[config.mk]
export PLATFORM = sky130hd
export DESIGN_NAME = branch_ctrl_rv32i_flat
export DESIGN_NICKNAME = d
export VERILOG_FILES = /design/src/rtl/branch_ctrl_rv32i_if.sv /design/src/rtl/branch_ctrl_rv32i.sv /design/src/flat_wrapper.sv
export SDC_FILE = /design/constraint.sdc
export NUM_CORES = 1
export LEC_CHECK = 0
export ABC_AREA = 0
export ABC_CLOCK_PERIOD_IN_PS = 4100
export CAP_MARGIN = 20
export CORE_MARGIN = 2
export CORE_UTILIZATION = 56
export DETAILED_ROUTE_END_ITERATION = 7
export PLACE_DENSITY = 0.88
export SYNTH_ARGS = -nofsm -noshare
export SYNTH_HDL_FRONTEND = slang
export SYNTH_SLANG_ARGS = --single-unit
[constraint.sdc]
create_clock -name clk -period 4.1 [get_ports clk]
set_clock_uncertainty 0.05 [all_clocks]
set_input_delay 0.615 -clock clk [delete_from_list [all_inputs] [get_ports clk]]
set_output_delay 0.615 -clock clk [all_outputs]
set_load 0.02 [all_outputs]
[src/rtl/branch_ctrl_rv32i_if.sv]
// Decode/read-port/fetch bundle for the RV32I branch sequencer.
// BRANCH_CTRL_MISALIGN_TRAP_EN adds the res_misalign return signal.
interface branch_ctrl_rv32i_if #(
  parameter int XLEN = 32
);
  logic            in_valid;
  logic            in_ready;
  logic [31:0]     in_ins;
  logic [XLEN-1:0] in_pc;
  logic            rf_req;
  logic [4:0]      rf_addr;
  logic            rf_gnt;
  logic [XLEN-1:0] rf_rdata;
  logic            res_valid;
  logic            res_ready;
  logic            res_taken;
  logic [XLEN-1:0] res_target;
  logic            res_illegal;
  logic            res_err;
`ifdef BRANCH_CTRL_MISALIGN_TRAP_EN
  logic            res_misalign;
`endif

  // master: the branch sequencer; slave: decode, arbiter and fetch around it
  modport master (
    input  in_valid, in_ins, in_pc, rf_gnt, rf_rdata, res_ready,
    output in_ready, rf_req, rf_addr, res_valid, res_taken, res_target,
           res_illegal, res_err
`ifdef BRANCH_CTRL_MISALIGN_TRAP_EN
    , output res_misalign
`endif
  );

  modport slave (
    output in_valid, in_ins, in_pc, rf_gnt, rf_rdata, res_ready,
    input  in_ready, rf_req, rf_addr, res_valid, res_taken, res_target,
           res_illegal, res_err
`ifdef BRANCH_CTRL_MISALIGN_TRAP_EN
    , input res_misalign
`endif
  );
endinterface

[src/rtl/branch_ctrl_rv32i.sv]
// RV32I conditional-branch sequencer: two operand reads over one shared rf port, compare, return taken/target.
// Optional macro BRANCH_CTRL_MISALIGN_TRAP_EN flags taken branches to non-word-aligned targets.
module branch_ctrl_rv32i #(
  parameter int XLEN       = 32,
  parameter int RF_TIMEOUT = 0
) (
  input logic                 clk,
  input logic                 rst_n,
  branch_ctrl_rv32i_if.master bus
);
  typedef enum logic [2:0] {IDLE, RD1, RD2, EVAL, RESP} state_t;

  localparam int TW = (RF_TIMEOUT > 1) ? $clog2(RF_TIMEOUT) : 1;
  localparam logic [TW-1:0] TMO_LAST = (RF_TIMEOUT > 0) ? TW'(RF_TIMEOUT - 1) : '0;

  state_t          state_reg;
  logic            in_ready_reg;
  logic            rf_req_reg;
  logic [4:0]      rf_addr_reg;
  logic            res_valid_reg;
  logic            res_taken_reg;
  logic [XLEN-1:0] res_target_reg;
  logic            res_illegal_reg;
  logic            res_err_reg;
  logic [XLEN-1:0] pc_reg;
  logic [2:0]      funct3_reg;
  logic [4:0]      rs2_reg;
  logic [11:0]     imm_reg;
  logic [XLEN-1:0] opa_reg;
  logic [XLEN-1:0] opb_reg;
  logic [TW-1:0]   tmo_cnt_reg;
`ifdef BRANCH_CTRL_MISALIGN_TRAP_EN
  logic            res_misalign_reg;
`endif

  logic            illegal_in;
  logic            cond;
  logic            rd_done;
  logic            rd_abort;
  logic [XLEN-1:0] offset;
  logic [XLEN-1:0] pc_plus4;
  logic [XLEN-1:0] pc_branch;

  // funct3 = 010/011 are the only unassigned branch encodings
  assign illegal_in = (bus.in_ins[6:0] != 7'b1100011) || (bus.in_ins[14:13] == 2'b01);
  assign offset     = {{(XLEN-13){imm_reg[11]}}, imm_reg, 1'b0};
  assign pc_plus4   = pc_reg + XLEN'(4);
  assign pc_branch  = pc_reg + offset;

  // A read slot ends on a grant, or immediately when the register is x0 (no request raised)
  assign rd_done  = !rf_req_reg || bus.rf_gnt;
  assign rd_abort = (RF_TIMEOUT != 0) && rf_req_reg && !bus.rf_gnt && (tmo_cnt_reg == TMO_LAST);

  always_comb begin
    cond = 1'b0;
    case (funct3_reg)
      3'b000:  cond = (opa_reg == opb_reg);
      3'b001:  cond = (opa_reg != opb_reg);
      3'b100:  cond = ($signed(opa_reg) <  $signed(opb_reg));
      3'b101:  cond = ($signed(opa_reg) >= $signed(opb_reg));
      3'b110:  cond = (opa_reg <  opb_reg);
      3'b111:  cond = (opa_reg >= opb_reg);
      default: cond = 1'b0;
    endcase
  end

  always_ff @(posedge clk or negedge rst_n) begin
    if (!rst_n) begin
      state_reg       <= IDLE;
      in_ready_reg    <= 1'b1;
      rf_req_reg      <= 1'b0;
      rf_addr_reg     <= '0;
      res_valid_reg   <= 1'b0;
      res_taken_reg   <= 1'b0;
      res_target_reg  <= '0;
      res_illegal_reg <= 1'b0;
      res_err_reg     <= 1'b0;
      pc_reg          <= '0;
      funct3_reg      <= '0;
      rs2_reg         <= '0;
      imm_reg         <= '0;
      opa_reg         <= '0;
      opb_reg         <= '0;
      tmo_cnt_reg     <= '0;
`ifdef BRANCH_CTRL_MISALIGN_TRAP_EN
      res_misalign_reg <= 1'b0;
`endif
    end else begin
      case (state_reg)
        IDLE: begin
          if (bus.in_valid) begin
            in_ready_reg    <= 1'b0;
            pc_reg          <= bus.in_pc;
            funct3_reg      <= bus.in_ins[14:12];
            rs2_reg         <= bus.in_ins[24:20];
            imm_reg         <= {bus.in_ins[31], bus.in_ins[7], bus.in_ins[30:25], bus.in_ins[11:8]};
            opa_reg         <= '0;
            opb_reg         <= '0;
            tmo_cnt_reg     <= '0;
            res_taken_reg   <= 1'b0;
            res_err_reg     <= 1'b0;
            res_illegal_reg <= illegal_in;
            if (illegal_in) begin
              res_target_reg <= bus.in_pc + XLEN'(4);
              res_valid_reg  <= 1'b1;
              state_reg      <= RESP;
            end else begin
              rf_req_reg  <= (bus.in_ins[19:15] != 5'd0);
              rf_addr_reg <= bus.in_ins[19:15];
              state_reg   <= RD1;
            end
          end
        end
        RD1, RD2: begin
          if (rd_abort) begin
            rf_req_reg     <= 1'b0;
            rf_addr_reg    <= '0;
            res_err_reg    <= 1'b1;
            res_target_reg <= pc_plus4;
            res_valid_reg  <= 1'b1;
            state_reg      <= RESP;
          end else if (rd_done) begin
            tmo_cnt_reg <= '0;
            if (state_reg == RD1) begin
              if (rf_req_reg) opa_reg <= bus.rf_rdata;
              rf_req_reg  <= (rs2_reg != 5'd0);
              rf_addr_reg <= rs2_reg;
              state_reg   <= RD2;
            end else begin
              if (rf_req_reg) opb_reg <= bus.rf_rdata;
              rf_req_reg  <= 1'b0;
              rf_addr_reg <= '0;
              state_reg   <= EVAL;
            end
          end else begin
            tmo_cnt_reg <= tmo_cnt_reg + TW'(1);
          end
        end
        EVAL: begin
          res_taken_reg  <= cond;
          res_target_reg <= cond ? pc_branch : pc_plus4;
`ifdef BRANCH_CTRL_MISALIGN_TRAP_EN
          res_misalign_reg <= cond && (pc_branch[1:0] != 2'b00);
`endif
          res_valid_reg  <= 1'b1;
          state_reg      <= RESP;
        end
        RESP: begin
          if (bus.res_ready) begin
            res_valid_reg <= 1'b0;
            in_ready_reg  <= 1'b1;
`ifdef BRANCH_CTRL_MISALIGN_TRAP_EN
            res_misalign_reg <= 1'b0;
`endif
            state_reg     <= IDLE;
          end
        end
        default: state_reg <= IDLE;
      endcase
    end
  end

  assign bus.in_ready    = in_ready_reg;
  assign bus.rf_req      = rf_req_reg;
  assign bus.rf_addr     = rf_addr_reg;
  assign bus.res_valid   = res_valid_reg;
  assign bus.res_taken   = res_taken_reg;
  assign bus.res_target  = res_target_reg;
  assign bus.res_illegal = res_illegal_reg;
  assign bus.res_err     = res_err_reg;
`ifdef BRANCH_CTRL_MISALIGN_TRAP_EN
  assign bus.res_misalign = res_misalign_reg;
`endif
endmodule

[src/flat_wrapper.sv]
// flat-port wrapper written by rule: the top's interface ports become plain ports
module branch_ctrl_rv32i_flat 
#(
  parameter int XLEN       = 32,
  parameter int RF_TIMEOUT = 0
)
  (clk, rst_n, bus_in_valid, bus_in_ins, bus_in_pc, bus_rf_gnt, bus_rf_rdata, bus_res_ready, bus_in_ready, bus_rf_req, bus_rf_addr, bus_res_valid, bus_res_taken, bus_res_target, bus_res_illegal, bus_res_err);
  branch_ctrl_rv32i_if #(.XLEN(XLEN)) bus_i ();
  input logic clk;
  input logic rst_n;
  input wire logic [$bits(bus_i.in_valid)-1:0] bus_in_valid;
  input wire logic [$bits(bus_i.in_ins)-1:0] bus_in_ins;
  input wire logic [$bits(bus_i.in_pc)-1:0] bus_in_pc;
  input wire logic [$bits(bus_i.rf_gnt)-1:0] bus_rf_gnt;
  input wire logic [$bits(bus_i.rf_rdata)-1:0] bus_rf_rdata;
  input wire logic [$bits(bus_i.res_ready)-1:0] bus_res_ready;
  output wire logic [$bits(bus_i.in_ready)-1:0] bus_in_ready;
  output wire logic [$bits(bus_i.rf_req)-1:0] bus_rf_req;
  output wire logic [$bits(bus_i.rf_addr)-1:0] bus_rf_addr;
  output wire logic [$bits(bus_i.res_valid)-1:0] bus_res_valid;
  output wire logic [$bits(bus_i.res_taken)-1:0] bus_res_taken;
  output wire logic [$bits(bus_i.res_target)-1:0] bus_res_target;
  output wire logic [$bits(bus_i.res_illegal)-1:0] bus_res_illegal;
  output wire logic [$bits(bus_i.res_err)-1:0] bus_res_err;
  assign bus_i.in_valid = bus_in_valid;
  assign bus_i.in_ins = bus_in_ins;
  assign bus_i.in_pc = bus_in_pc;
  assign bus_i.rf_gnt = bus_rf_gnt;
  assign bus_i.rf_rdata = bus_rf_rdata;
  assign bus_i.res_ready = bus_res_ready;
  assign bus_in_ready = bus_i.in_ready;
  assign bus_rf_req = bus_i.rf_req;
  assign bus_rf_addr = bus_i.rf_addr;
  assign bus_res_valid = bus_i.res_valid;
  assign bus_res_taken = bus_i.res_taken;
  assign bus_res_target = bus_i.res_target;
  assign bus_res_illegal = bus_i.res_illegal;
  assign bus_res_err = bus_i.res_err;
  branch_ctrl_rv32i #(.XLEN(XLEN), .RF_TIMEOUT(RF_TIMEOUT)) u_core (.clk(clk), .rst_n(rst_n), .bus(bus_i));
endmodule
==> summary.txt <==
Outcome
  – Status: finished, final reports clean

Logic synthesis
  – Synthesis Warnings: 0
  – Post-synth cell types: 77
  – Ys async rst share: 1.000
  – Avg Cell Area, Syn: roughly 9.2 um2
  – Synthesized area: around 0.010 mm2
  – #FFs+latches synth: about 160
  – Synth Flop Type: dfrtp_1
  – Gate Count Post-Synth: 1101
  – Post-synth EDFFs: 0
  – Synth Net Count: around 1300
  – Sequential fraction of the synthesis area: 0.3977

GRT
  – Grt peak-use layer: met2
  – First-pass GRT wire length: roughly 44 mm
  – GR Util met3: 0.05958
  – Initial antenna violation count: 0
  – Total grt overflow: 0
  – Vias in the first global route: 8769
  – Met2 Resource Use GR: 0.4541
  – Met1 GRT Util: 0.3772
  – Largest net degree at the start of global routing: 84
  – Tot GR Track Use: 0.2800

Detailed routing
  – DR pass1 iterations: 8
  – DRT antenna net count: 0
  – DR vias/cell: 6.134
  – Post-Route WL: about 27 mm
  – Drt wl/cell: ~18 um
  – Vias: around 9000
  – Initial DRC Count: about 860
  – DRC Markers: 0

Critical path
  – CP required: roughly 4.4 ns
  – CP dominant cell by count: a31oi_1
  – Critical-path cell list: ha_1 > a211oi_1 > o211ai_1 > a31oi_1 > o22a_1 > o21ai_1 > a31oi_1 > mux2i_1 > a221oi_1
  – Critical Path Max Stage Delay: between 0.9 and 1 ns
  – Crit path max-delay cell type: dfrtp_1
  – Setup CP Type: register to register
  – CP arrival: roughly 3.8 ns
  – Startpoint Class: register
  – Crit end category: register
  – Max FO, Critical Path: 21

Die
  – Ports: between 100 and 150
  – Die Footprint: approximately 0.019 mm2
  – Starting density of the core: 0.5681
  – Die width: 138.5 um
  – Row cnt: 49
  – Chip height: around 140 um
  – Core Area: 0.01784 mm2

Place
  – DP Area: 0.01173 mm2
  – Placed Cells incl. Taps: ~1400
  – Setup WS pre-CTS: around 0.65 ns
  – Placer Congestion: 0.9185
  – Port bufs: 142
  – Post-DP HPWL: ~19 mm

STA
  – Slew @ Worst Pin: about 1.0 ns
  – RSZ-0062 raised after global routing: false
  – PnR worst setup slack: 0.5892 ns
  – Fmax: ~280 MHz
  – Crit path time final: roughly 3.5 ns
  – Slew headroom: 0.3257
  – Tcrit/Tclk final: 0.8563
  – Setup TNS Final: 0 ns
  – Final setup viols: 0
  – Final Hold Vio Count: 0
  – Final Max Slew Viols: 0

Clock tree
  – Cts bufs inserted: 17
  – CTS tree: built
  – Hold-fix buffers at CTS: 0
  – H-tree levels: 4
  – Clock Sinks: 161
  – Longest Clk Path Bufs: 2
  – Worst skew pair latency: about 0.44 ns
  – CTS root buf: clkbuf_16
  – Postcts setup bufs: 0
  – Clock-pin slew on the worst setup and hold paths: ~0.07 ns
  – CTS resizes: 0

Power and ir drop
  – Lkg Pwr: 5.221 nW
  – Peak VDD IR: roughly 1000 uV
  – PwrDens: approximately 1000 mW/mm2

Cells and area
  – Layout Cells excl Fill: 1467
  – Diodes inserted: 0
  – Area Overhead vs Synth: 22.00%
  – Area of the multi-input gates: 0.005727 mm2
  – Reg area: around 0.004 mm2
  – Final #Nets: 1391
  – Layout cells sized above 1: 0.09693
  – Fill cell count: about 1300
  – Finished Cell Area: roughly 0.012 mm2

Worst hold path
  – Min-delay worst type: primary input to async pin

Run
  – MaxCap Viol Count: 0
## kinds of logic after synthesis
| logic type | Yosys count | share of synthesized area |
|---|---|---|
| mux | 68 | 0.07321 |
| buf+inv | 94 | 0.03827 |
| other cells | 1 | 0.0003700 |
| flops | 161 | 0.3977 |
| compound gates | 287 | 0.1786 |
| xor+xnor | 73 | 0.06309 |
| simple gates | 352 | 0.1678 |
| fa+ha+maj | 65 | 0.08099 |
## report_power, final
group	internal, W	switching [W]	total [W]
Combinational	0.00338	0.00446	0.00785
Clock	0.000998	0.000720	0.00172
Sequential	0.00221	0.000682	0.00289
## critical path: cells and delay by family (launching register included)
family / cells / cell delay, ns
compound gates: 7 / 1.81
flops: 1 / 0.92
fa+ha+maj: 1 / 0.47
mux: 1 / 0.13
## final timing paths
kind,startpoint,end,slack [ns],cells after the start
worst max-delay path,u_core.imm_reg[11],u_core.bus.res_target[28],0.59,9
min in group clk,u_core.opb_reg[19],u_core.opb_reg[19],0.43,2
worst max register to register,u_core.imm_reg[11],u_core.bus.res_target[28],0.59,9
worst min-delay path,rst_n,u_core.opb_reg[16],0.16,1
worst min register to register,u_core.opb_reg[19],u_core.opb_reg[19],0.43,2
max in group asynchronous,rst_n,u_core.pc_reg[26],2.94,2
## synth_stat cells, types with 4 or more instances
library cell	instances	area, um2
ha_1	64	800.8
xnor2_1	35	306.5
a211oi_1	8	60.06
nand3_1	35	175.2
clkbuf_1	36	135.1
nor2b_1	12	75.07
a21oi_1	54	270.3
nand4_1	16	100.1
xor2_1	38	332.8
and3_1	18	112.6
a22oi_1	23	172.7
o22ai_1	5	31.28
mux2_2	49	551.8
inv_1	46	172.7
o211ai_1	5	37.54
a21boi_0	4	30.03
dfrtp_1	160	4004
nand2b_1	11	68.82
nand2_1	164	615.6
nor2_1	42	157.7
o31ai_1	4	30.03
nor3_1	19	95.09
or3_1	9	56.30
and4_1	4	35.03
a2111oi_0	5	43.79
mux2i_1	19	190.2
o21ai_0	117	585.6
a31oi_1	9	56.30
a21o_1	15	112.6
## layout make-up
type,count,share of cell area
inverters,46,0.01396
clock inverters,14,0.01548
repair buffers,153,0.1227
multi-input cells,846,0.4632
clock buffers,18,0.03552
well taps,229,0.02317
flip-flops and latches,161,0.3259
## routing by layer
metal  routed length [um]  up-vias
li1                     -     4197
met1                11560     4363
met2                12530      369
met3                 1816       70
met4                  655        0
met5                    0        -
## through the flow
step | util | total power (W) | hold slack (ns)
2_1_floorplan | - | 0.008886 | 0.2694
3_5_place_dp | 0.6577 | 0.01054 | 0.4199
3_3_place_gp | 0.6577 | 0.01030 | 0.4123
4_1_cts | 0.6930 | 0.01237 | 0.2026
5_1_grt | 0.6930 | 0.01322 | 0.2233
6_report | 0.6930 | 0.01246 | 0.1590
## cell usage in the layout (no fill, tap or decap), types with 17 or more instances in the layout
| cell | count |
|---|---|
| mux2_2 | 49 |
| nor3_1 | 19 |
| a22oi_1 | 23 |
| a21oi_1 | 54 |
| mux2i_1 | 19 |
| and3_1 | 18 |
| inv_1 | 46 |
| nor2_1 | 41 |
| clkdlybuf4s50_1 | 141 |
| o21ai_0 | 117 |
| xnor2_1 | 35 |
| nand3_1 | 35 |
| xor2_1 | 38 |
| clkbuf_16 | 17 |
| nand2_1 | 164 |
| ha_1 | 64 |
| dfrtp_1 | 160 |
No activity file was read; power rests on OpenSTA's default activity.
